**src/rtl/cic_pkg.sv**
```systemverilog
// rtl/cic_pkg.sv - shared width helpers and default parameters for the CIC integrator/comb chain
//
// clog2          : ceiling log2 (clog2(1) = 0)
// cic_acc_width  : Hogenauer register width DATA_WIDTH + N*clog2(R*M), shared by
//                  the integrator and comb instances so both ends agree
package cic_pkg;

    localparam int CIC_DATA_WIDTH = 12;
    localparam int CIC_N          = 3;
    localparam int CIC_R          = 4;
    localparam int CIC_M          = 1;

    function automatic int clog2(input int value);
        int result;
        int rem;
        result = 0;
        rem    = value - 1;
        while (rem > 0) begin
            result = result + 1;
            rem    = rem >> 1;
        end
        return result;
    endfunction

    function automatic int cic_acc_width(input int data_width, input int n, input int r, input int m);
        return data_width + n * clog2(r * m);
    endfunction

endpackage

```
**src/rtl/cic_integrator.sv**
```systemverilog
// rtl/cic_integrator.sv - one registered wrap-around integrator stage
//
// clk    : system clock
// rst_n  : asynchronous active-low reset, clears the accumulator
// clr    : synchronous clear, priority over en
// en     : accumulate d this edge
// d      : addend (sign-extended sample or previous stage's registered value)
// q      : accumulator value
module cic_integrator #(
    parameter int WIDTH = 18
) (
    input  logic             clk,
    input  logic             rst_n,
    input  logic             clr,
    input  logic             en,
    input  logic [WIDTH-1:0] d,
    output logic [WIDTH-1:0] q
);

    // Modular add: overflow wrap is what makes the CIC work once the combs
    // take differences, so the carry out is deliberately discarded.
    always_ff @(posedge clk or negedge rst_n) begin
        if (!rst_n) begin
            q <= '0;
        end else if (clr) begin
            q <= '0;
        end else if (en) begin
            q <= q + d;
        end
    end

endmodule

```
**src/rtl/cic_integrator_decimator.sv**
```systemverilog
// rtl/cic_integrator_decimator.sv - N cascaded integrators plus decimate-by-R output register
//
// clk        : system clock
// rst_n      : asynchronous active-low reset
// clr        : synchronous clear of accumulators, phase and pending output
// in_valid   : x is a valid input-rate sample
// x          : signed input sample
// out_valid  : one-cycle strobe, y holds a new decimated sample
// y          : signed decimated integrator output (feeds the comb chain)
// phase      : current decimation phase 0..R-1
module cic_integrator_decimator
    import cic_pkg::*;
#(
    parameter  int DATA_WIDTH = CIC_DATA_WIDTH,
    parameter  int N          = CIC_N,
    parameter  int R          = CIC_R,
    parameter  int M          = CIC_M,
    localparam int ACC_WIDTH  = cic_acc_width(DATA_WIDTH, N, R, M),
    localparam int PHASE_W    = clog2(R)
) (
    input  logic                  clk,
    input  logic                  rst_n,
    input  logic                  clr,
    input  logic                  in_valid,
    input  logic [DATA_WIDTH-1:0] x,
    output logic                  out_valid,
    output logic [ACC_WIDTH-1:0]  y,
    output logic [PHASE_W-1:0]    phase
);

    logic [ACC_WIDTH-1:0] x_ext;
    logic [ACC_WIDTH-1:0] stage_in [N];
    logic [ACC_WIDTH-1:0] stage_q  [N];
    logic [ACC_WIDTH-1:0] last_next;
    logic                 last_phase;

    assign x_ext = {{(ACC_WIDTH - DATA_WIDTH){x[DATA_WIDTH-1]}}, x};

    // Each stage adds the previous stage's registered value, so the chain is
    // pipelined and there is no combinational path through the integrators.
    genvar gi;
    generate
        for (gi = 0; gi < N; gi++) begin : g_stage
            if (gi == 0) begin : g_first
                assign stage_in[gi] = x_ext;
            end else begin : g_rest
                assign stage_in[gi] = stage_q[gi-1];
            end
            cic_integrator #(
                .WIDTH(ACC_WIDTH)
            ) u_integrator (
                .clk  (clk),
                .rst_n(rst_n),
                .clr  (clr),
                .en   (in_valid),
                .d    (stage_in[gi]),
                .q    (stage_q[gi])
            );
        end
    endgenerate

    // Value the last stage is about to be written with; the decimated output
    // captures this so y matches acc[N] as updated on the strobe edge.
    assign last_next  = stage_q[N-1] + stage_in[N-1];
    assign last_phase = (phase == PHASE_W'(R - 1));

    always_ff @(posedge clk or negedge rst_n) begin
        if (!rst_n) begin
            phase     <= '0;
            y         <= '0;
            out_valid <= 1'b0;
        end else if (clr) begin
            phase     <= '0;
            y         <= '0;
            out_valid <= 1'b0;
        end else begin
            out_valid <= 1'b0;
            if (in_valid) begin
                if (last_phase) begin
                    phase     <= '0;
                    y         <= last_next;
                    out_valid <= 1'b1;
                end else begin
                    phase <= phase + 1'b1;
                end
            end
        end
    end

endmodule

```
**config.mk**
```make
export PLATFORM = sky130hd
export DESIGN_NAME = cic_integrator_decimator
export DESIGN_NICKNAME = d
export VERILOG_FILES = /design/src/rtl/cic_pkg.sv /design/src/rtl/cic_integrator.sv /design/src/rtl/cic_integrator_decimator.sv
export SDC_FILE = /design/constraint.sdc
export NUM_CORES = 1
export LEC_CHECK = 0
export ABC_AREA = 1
export BUFFER_PORTS_ARGS = -buffer_cell sky130_fd_sc_hd__buf_2
export CORE_MARGIN = 2
export CORE_UTILIZATION = 56
export DETAILED_ROUTE_END_ITERATION = 6
export HOLD_SLACK_MARGIN = 0.08
export PLACE_DENSITY = 0.87
export SLEW_MARGIN = 40
export SYNTH_ARGS = -nofsm -noshare
export SYNTH_HDL_FRONTEND = slang
export SYNTH_SLANG_ARGS = --single-unit
```
**constraint.sdc**
```tcl
create_clock -name clk -period 2.4 [get_ports clk]
set_input_delay 0.12 -clock clk [delete_from_list [all_inputs] [get_ports clk]]
set_output_delay 0.12 -clock clk [all_outputs]
set_load 0.02 [all_outputs]
```
# ---- Word-level counts from Yosys, hierarchy flattened
# Cells that the tools add are included.
dict set report word_totals {
  reg_bits 75
  inputBits 16
  elab_cells 29
  output_inout_bits 21
}
dict set report classes {
  reduce_logical 3
  n_addsub 4
  eq_ne 1
  mux 15
}
# cell n
set op_table {}
lappend op_table {{two-way mux 18 bit} 9}
lappend op_table {{adder 18 bit} 3}
lappend op_table {{two-way mux 2 bit} 3}
lappend op_table {{nonzero test 2 bit} 2}
lappend op_table {{two-way mux 1 bit} 3}
lappend op_table {{adder 2 x 1 -> 2 bit, second input constant} 1}
lappend op_table {{== test 2 bit, second input constant} 1}
lappend op_table {{AND reduction 2 bit} 1}

# ---- Logic depth before layout (Yosys ltp)
# Gate-level depths: netlist of the first run.
dict set report depth {
  ltp_word 4
  ltp_mapped 13
  mapped_depth_nobuf 13
}

# ---- By module
# From an unflattened synthesis of the first run, not the netlist that was laid out.
dict set report hier_totals {
  hier_cells 1026
  hier_area_um2 6835.3
}
# module n_inst area_per_inst_um2 seq_area_each_um2 cells_each
set by_module_without_submodules {}
lappend by_module_without_submodules {{cic_integrator (g_stage[0].u_integrator ...)} 2 1702.9 450.4 257}
lappend by_module_without_submodules {cic_integrator_decimator 1 1774.2 525.5 261}
lappend by_module_without_submodules {{cic_integrator (g_stage[2].u_integrator)} 1 1655.3 450.4 251}

# ---- Least setup slack after synthesis of the first run
# Ideal clock, no wire load.
dict set report synth_path {
  kind {flip-flop to flip-flop}
  startpoint {reg g_stage[0].u_integrator.q[0]}
  endpoint {reg g_stage[1].u_integrator.q[14]}
  path_buffers 0
  t_arrival_ps 1716
  setup_ps 117
  path_slack_ps 566
  synth_period_minus_slack_ps 1834
  stages_incl_launch_ff 13
  cell_sequence {dfrtp_1 > ha_1 > inv_1 > fa_1 > nand3b_1 > nand2_1 > inv_1 > o21bai_2 > nand3_1 > nand2_1 > nand2_1 > nand3_1 > nand2_1}
}
dict set report synth_via {
  elab_chain_cells 3
}
# element line
set synth_lines {}
lappend synth_lines {{from (decl)} cic_integrator.sv:17} ;# output logic [WIDTH-1:0] q
lappend synth_lines {{from (signal assigned)} cic_integrator.sv:28} ;# q <= q + d;
lappend synth_lines {{adder 18 bit} cic_integrator.sv:28}
lappend synth_lines {{two-way mux 18 bit} cic_integrator.sv:27} ;# end else if (en) begin
lappend synth_lines {{two-way mux 18 bit} cic_integrator.sv:25} ;# end else if (clr) begin
lappend synth_lines {{to (signal assigned)} cic_integrator.sv:28}
lappend synth_lines {{to (decl)} cic_integrator.sv:17}
# No other way between the ends. The select of a mux whose other input is x is not followed.
# A chain may end at the register's enable or synchronous reset.

# ---- Final worst setup path of the first run
dict set report layout_path {
  startpoint {reg g_stage[0].u_integrator.q[0]}
  endpoint {reg g_stage[1].u_integrator.q[10]}
}
# Same word-level chain as after synthesis.

==> impl_metrics.env, run 1 <==
export IMPL_status="finished, final reports clean"
export IMPL_fillers=871
export IMPL_clkSinkCount=75
export IMPL_worstSetupPathType="flop to flop"
export IMPL_cpLargestDelayFamily="adder cells"
export IMPL_ys_seq_area_share_pct=33.3
export IMPL_ff2ff_path_depth=12
export IMPL_async_flop_share_pct=100
export IMPL_htree_levels=3
export IMPL_nets=907
export IMPL_coreArea_mm2=0.00977
export IMPL_rows=36
export IMPL_cap_viol_max_count=0
export IMPL_finalSetupViolations=0
export IMPL_io_pins=37
export IMPL_relSlewSlack_pct=54.3
export IMPL_synth_edff_count=0
export IMPL_port_buffers=36
export IMPL_drt_total_wl_um=13300
export IMPL_grt_pass1_wl_um=23200
export IMPL_fmax_mhz=488
export IMPL_clk_pin_slew_worst_paths_ns=0.09
export IMPL_grt_setup_unrepaired="false"
export IMPL_ir_drop_mv=0.341
export IMPL_antenna_found_initial=0
export IMPL_hpwl_um=9870
export IMPL_diodes=0
export IMPL_finalHoldViolCount=0
export IMPL_synth_ff_type="dfrtp_1"
export IMPL_cts_tree="built"
export IMPL_ys_types=36
export IMPL_cp_cell_sequence="ha_1, inv_1, fa_1, nand3b_1, nand2_1, inv_1, o21bai_2, nand2_1, nand2_1, nand2_1, nand2_1, o21ai_0"
export IMPL_slew_violations=0
export IMPL_syn_to_final_growth_pct=9.47
export IMPL_hold_path_class="input pin to flop"
export IMPL_drive_gt1_share_pct=7.98
export IMPL_period_minus_slack_ns=2.05
export IMPL_num_vias=5362
export IMPL_die_x_um=104
export IMPL_tns_ns=0
export IMPL_fin_util_pct=63.0
export IMPL_dieArea_mm2=0.0109
export IMPL_overflow=0
export IMPL_gp_congestion=0.939
export IMPL_crit_path_max_incr_delay_ns=0.39
export IMPL_routedWlPerCell_um=13.7
export IMPL_end_kind="flop"
export IMPL_required_ns=2.65
export IMPL_post_cts_resized=0
export IMPL_drc_errors=0
export IMPL_synth_nets=871
export IMPL_crit_cells=12
export IMPL_critPathLaunchType="flop"
export IMPL_drt_initial_drc_count=439
export IMPL_synth_area_mm2=0.00563
export IMPL_first_global_vias=5020
export IMPL_cp_arrival_ns=2.30
export IMPL_synthCells=800
export IMPL_grt_max_degree=76
export IMPL_crit_buf_inv=2
export IMPL_avgSynthCellArea_um2=7.03
export IMPL_ant_nets=0
export IMPL_ys_ff_latch=75
export IMPL_die_h_um=104
export IMPL_clk_latency_ns=0.37
export IMPL_finClkSkew_ns=0.00954
export IMPL_start_util_pct=57.6
export IMPL_finalCritPeriodShare_pct=85.4
export IMPL_synth_warnings=0
export IMPL_pwr_density_cell_mw_per_mm2=605
export IMPL_critPathMaxFanout=4
export IMPL_cp_slowest_cell="fa_1"
export IMPL_numCtsBuffers=9
export IMPL_cpMostUsedCell="nand2_1"
export IMPL_ctsRootBufferMaster="clkbuf_8"
export IMPL_clockBufferDepth=2
export IMPL_holdPathStages=3
export IMPL_drt_pass1_iterations=5
export IMPL_tightest_slew_ns=0.685
export IMPL_track_usage_pct=26.1
export IMPL_viasPerCell=5.51
export IMPL_p_leak_uw=0.00348
-- per-stage QoR --
step                      hold WS (ns)  instance area (um^2)  setup slack (ns)  instances  total power, uW
after floorplan                 -0.176                  5630             0.566        800             2330
after global placement           0.321                  5930             0.439        957             2590
after detailed placement         0.195                  5940             0.376        957             2620
after CTS                        0.112                  6160             0.363        973             3730
after global routing             0.141                  6160             0.166        973             3950
final                            0.115                  6160             0.351        973             3730
-- power breakdown --
part / switching (uW) / total [uW] / internal [uW]
registers: 122 / 1520 / 1400
clock network: 528 / 1110 / 581
logic: 707 / 1100 / 392
-- placed cells by master, fill, tap and decap left out, types with 2 or more instances in the layout --
master,count
o21ai_0,57
nand3_2,2
dfrtp_1,75
nor3_1,6
nand4_1,17
nor2_1,56
ha_1,52
o21bai_1,2
a22o_1,5
nand2_2,2
o21ai_1,2
nor2_4,2
a21oi_1,57
clkbuf_8,9
fa_1,3
o21ai_2,2
nand3_1,51
nand2_1,273
inv_1,77
bufinv_16,2
nand3b_1,11
xor2_1,7
buf_4,2
or2_2,3
clkinvlp_4,2
xnor2_1,4
buf_2,35
a21o_1,9
o22ai_1,3
-- layer usage --
layer  track usage, %  up-vias  part of all wire, %
li1                 -     2721                    -
met1             36.0     2429                   46
met2             42.1      182                   46
met3             2.88       30                  5.5
met4             10.9        0                  2.5
met5                0        -                    0
-- path summary, 6_finish.rpt --
kind	slack [ns]	from	endpoint
max in group asynchronous	1.59	rst_n	g_stage[1].u_integrator.q[10]
worst max register to register	0.35	g_stage[0].u_integrator.q[0]	g_stage[1].u_integrator.q[10]
worst max-delay path	0.35	g_stage[0].u_integrator.q[0]	g_stage[1].u_integrator.q[10]
min in group asynchronous	0.35	rst_n	y[3]
worst min register to register	0.48	y[14]	y[14]
worst min-delay path	0.12	x[0]	g_stage[0].u_integrator.q[0]
-- repair_timing --
action                    CTS  global route
hold endpoints to repair   75             0
setup buffers               0             0
hold buffers                1             0
-- cell type report --
cell class / instances / area, um^2 / area share (%)
Clock buffer: 9 / 124 / 2.01
Clock inverter: 6 / 88.8 / 1.44
Inverter: 78 / 293 / 4.75
Multi-Input combinational cell: 632 / 3380 / 54.9
Sequential cell: 75 / 1880 / 30.5
Tap cell: 133 / 166 / 2.70
Timing Repair Buffer: 40 / 231 / 3.76
-- sequential cells by signal, indices dropped and copies added (netlist names) --
signal and count:
g_stage.u_integrator.q 54, out_valid 1, phase 2, y 18
-- worst register-to-register path: cells and delay by family (launching register included) --
| kind | cells | cell delay [ns] |
|---|---|---|
| fa+ha+maj | 2 | 0.60 |
| flops | 1 | 0.38 |
| buf+inv | 2 | 0.13 |
| simple gates | 6 | 0.57 |
| compound gates | 2 | 0.25 |
-- cells in the mapped netlist (2+ instances only) --
cell / instances / area share (%)
nand2_1: 273 / 18
inv_1: 77 / 5.1
dfrtp_1: 75 / 33
a21oi_1: 57 / 5.1
o21ai_0: 57 / 5.1
nor2_1: 56 / 3.7
ha_1: 52 / 12
nand3_1: 51 / 4.5
nand4_1: 17 / 1.9
nand3b_1: 11 / 1.5
a21o_1: 9 / 1.2
xor2_1: 7 / 1.1
buf_2: 6 / 0.53
nor3_1: 6 / 0.53
a22o_1: 5 / 0.78
clkbuf_1: 5 / 0.33
xnor2_1: 4 / 0.62
buf_4: 3 / 0.40
fa_1: 3 / 1.1
o22ai_1: 3 / 0.33
or2_2: 3 / 0.33
nand2_2: 2 / 0.22
nand3_2: 2 / 0.36
o21ai_1: 2 / 0.18
o21ai_2: 2 / 0.31
o21bai_1: 2 / 0.27
-- logic make-up (layout without fill, tap and decap cells) --
group / Yosys count / in the layout / synth area share, %
adder cells (fa/ha/maj): 55 / 55 / 12.6
AND/OR/NAND/NOR: 425 / 425 / 31.8
flip-flops: 75 / 75 / 33.3
buffers and inverters: 93 / 133 / 6.67
AO/OA/AOI/OAI: 141 / 141 / 13.8
XOR/XNOR: 11 / 11 / 1.71
Note: power is estimated with default switching activity, not from simulation.
==> inputs of run 2 (changes only) <==
--- a/config.mk
+++ b/config.mk
@@ -11,7 +11,7 @@
 export CORE_UTILIZATION = 56
 export DETAILED_ROUTE_END_ITERATION = 6
 export HOLD_SLACK_MARGIN = 0.08
-export PLACE_DENSITY = 0.87
+export PLACE_DENSITY = 0.75
 export SLEW_MARGIN = 40
 export SYNTH_ARGS = -nofsm -noshare
 export SYNTH_HDL_FRONTEND = slang
==> impl_metrics.env, run 2 (same netlist as run 1, synthesis figures left out) <==
export IMPL_die_h_um=104
export IMPL_drt_initial_drc_count=391
export IMPL_met3_length_um=727
export IMPL_tns_ns=0
export IMPL_syn_to_final_growth_pct=9.74
export IMPL_cap_viol_max_count=0
export IMPL_top_register="g_stage.u_integrator.q"
export IMPL_ctsRootBufferMaster="clkbuf_8"
export IMPL_crit_path_max_incr_delay_ns=0.40
export IMPL_viasPerCell=5.45
export IMPL_htree_levels=3
export IMPL_gp_congestion=0.920
export IMPL_cpMostUsedCell="nand2_1"
export IMPL_antenna_found_initial=0
export IMPL_diodes=0
export IMPL_overflow=0
export IMPL_grt_setup_unrepaired="false"
export IMPL_num_vias=5299
export IMPL_port_buffers=36
export IMPL_layout_setup_ws_ns=0.257
export IMPL_layout_commonest_cell="nand2_1"
export IMPL_stdcell_area_mm2=0.00618
export IMPL_finalSetupViolations=0
export IMPL_cp_slowest_cell="fa_1"
export IMPL_ant_nets=0
export IMPL_stdcell_count=972
export IMPL_drc_errors=0
export IMPL_clkSinkCount=75
export IMPL_dpl_cell_count=957
export IMPL_die_x_um=104
export IMPL_critPathMaxFanout=4
export IMPL_critPathLaunchType="flop"
export IMPL_largest_reg_flops=54
export IMPL_required_ns=2.65
export IMPL_wl_met2_um=6360
export IMPL_place_ws_ns=0.301
export IMPL_cts_setup_buffers=0
export IMPL_clk_latency_ns=0.36
export IMPL_routedWlPerCell_um=14.5
export IMPL_pwr_density_cell_mw_per_mm2=613
export IMPL_drt_total_wl_um=14100
export IMPL_dieArea_mm2=0.0109
export IMPL_coreArea_mm2=0.00977
export IMPL_grt_max_degree=76
export IMPL_worstSetupPathType="flop to flop"
export IMPL_m1WireLength_um=6700
export IMPL_layout_common_cells="273 x nand2_1, 77 x inv_1, 75 x dfrtp_1"
export IMPL_status="finished, final reports clean"
export IMPL_start_util_pct=57.6
export IMPL_nets=907
export IMPL_finalCritPeriodShare_pct=89.3
export IMPL_fin_total_pwr_uw=3790
export IMPL_io_pins=37
export IMPL_finalHoldViolCount=0
export IMPL_slew_violations=0
export IMPL_relSlewSlack_pct=54.3
export IMPL_cp_arrival_ns=2.39
export IMPL_drt_pass1_iterations=5
export IMPL_fillers=918
export IMPL_fmax_mhz=467
export IMPL_tightest_slew_ns=0.686
export IMPL_p_leak_uw=0.00349
export IMPL_top_regs="g_stage.u_integrator.q x54, y x18, phase x2"
export IMPL_period_minus_slack_ns=2.14
export IMPL_cts_tree="built"
export IMPL_rows=36
export IMPL_track_usage_pct=27.0
export IMPL_dpl_cell_area_mm2=0.00594
export IMPL_clockBufferDepth=2
export IMPL_finClkSkew_ns=0.00846
export IMPL_cp_cell_sequence="ha_1, inv_1, fa_1, nand3b_1, nand2_1, inv_1, o21bai_2, nand3_1, nand2_1, nand2_1, nand3_1, nand2_1"
export IMPL_ir_drop_mv=0.318
export IMPL_end_kind="flop"
export IMPL_top_layer="met4"
export IMPL_hpwl_um=10700
export IMPL_hold_path_class="input pin to flop"
export IMPL_numCtsBuffers=9
export IMPL_drive_gt1_share_pct=7.87
export IMPL_first_global_vias=5007
export IMPL_grt_pass1_wl_um=23900
export IMPL_clk_pin_slew_worst_paths_ns=0.08
[run 2: changes by cell type in the layout (fill, tap and decap cells not counted), sizes merged]
cell      before  now
clkinvlp       2    0
inv           79   78
clkinv         1    2
bufinv         2    3
[run 2: cell type report]
type	instances	area (um^2)	share of cell area, %
multi-input combinational	632	3380	54.7
sequential	75	1880	30.4
inverter	78	293	4.74
timing repair buffer	40	231	3.75
tap	133	166	2.69
clock buffer	9	124	2.01
clock inverter	5	104	1.68
[run 2: layer usage]
layer  up-vias  global-route usage (%)
met5         -                       0
met4         0                    7.53
met3        23                    4.64
met2       147                    42.8
li1       2718                       -
met1      2411                    38.1
[run 2: report_power, final]
| group | leakage, uW | total [uW] | switching, uW | internal [uW] |
|---|---|---|---|---|
| logic | 0.00236 | 1110 | 720 | 393 |
| clock network | 0.000115 | 1160 | 476 | 679 |
| registers | 0.00102 | 1520 | 118 | 1400 |
[run 2: stage by stage]
stage,util [%],hold WS (ns)
finish,63.2,0.120
global route,63.2,0.122
CTS,63.2,0.101
detailed placement,60.8,0.198
global placement,60.7,0.323
floorplan,-,-0.176
[run 2: final timing paths]
kind	startpoint	endpoint	slack (ns)	cells after the start
max	g_stage[0].u_integrator.q[0]	g_stage[1].u_integrator.q[14]	0.26	12
min	x[0]	g_stage[0].u_integrator.q[0]	0.12	3
max reg2reg	g_stage[0].u_integrator.q[0]	g_stage[1].u_integrator.q[14]	0.26	12
min reg2reg	y[11]	y[11]	0.48	2
max in group asynchronous	rst_n	y[8]	1.57	2
min in group asynchronous	rst_n	g_stage[0].u_integrator.q[3]	0.35	2
[run 2: critical path: cells and delay by family (launching register included)]
kind,cells,cell delay [ns]
simple gates,7,0.67
fa+ha+maj,2,0.65
flops,1,0.38
compound gates,1,0.18
buf+inv,2,0.14
[run 2: timing repair]
action / 4_1_cts / 5_1_grt
hold buffers: 1 / 0
endpoints found under the hold margin: 75 / 0
resized for setup: 0 / 0
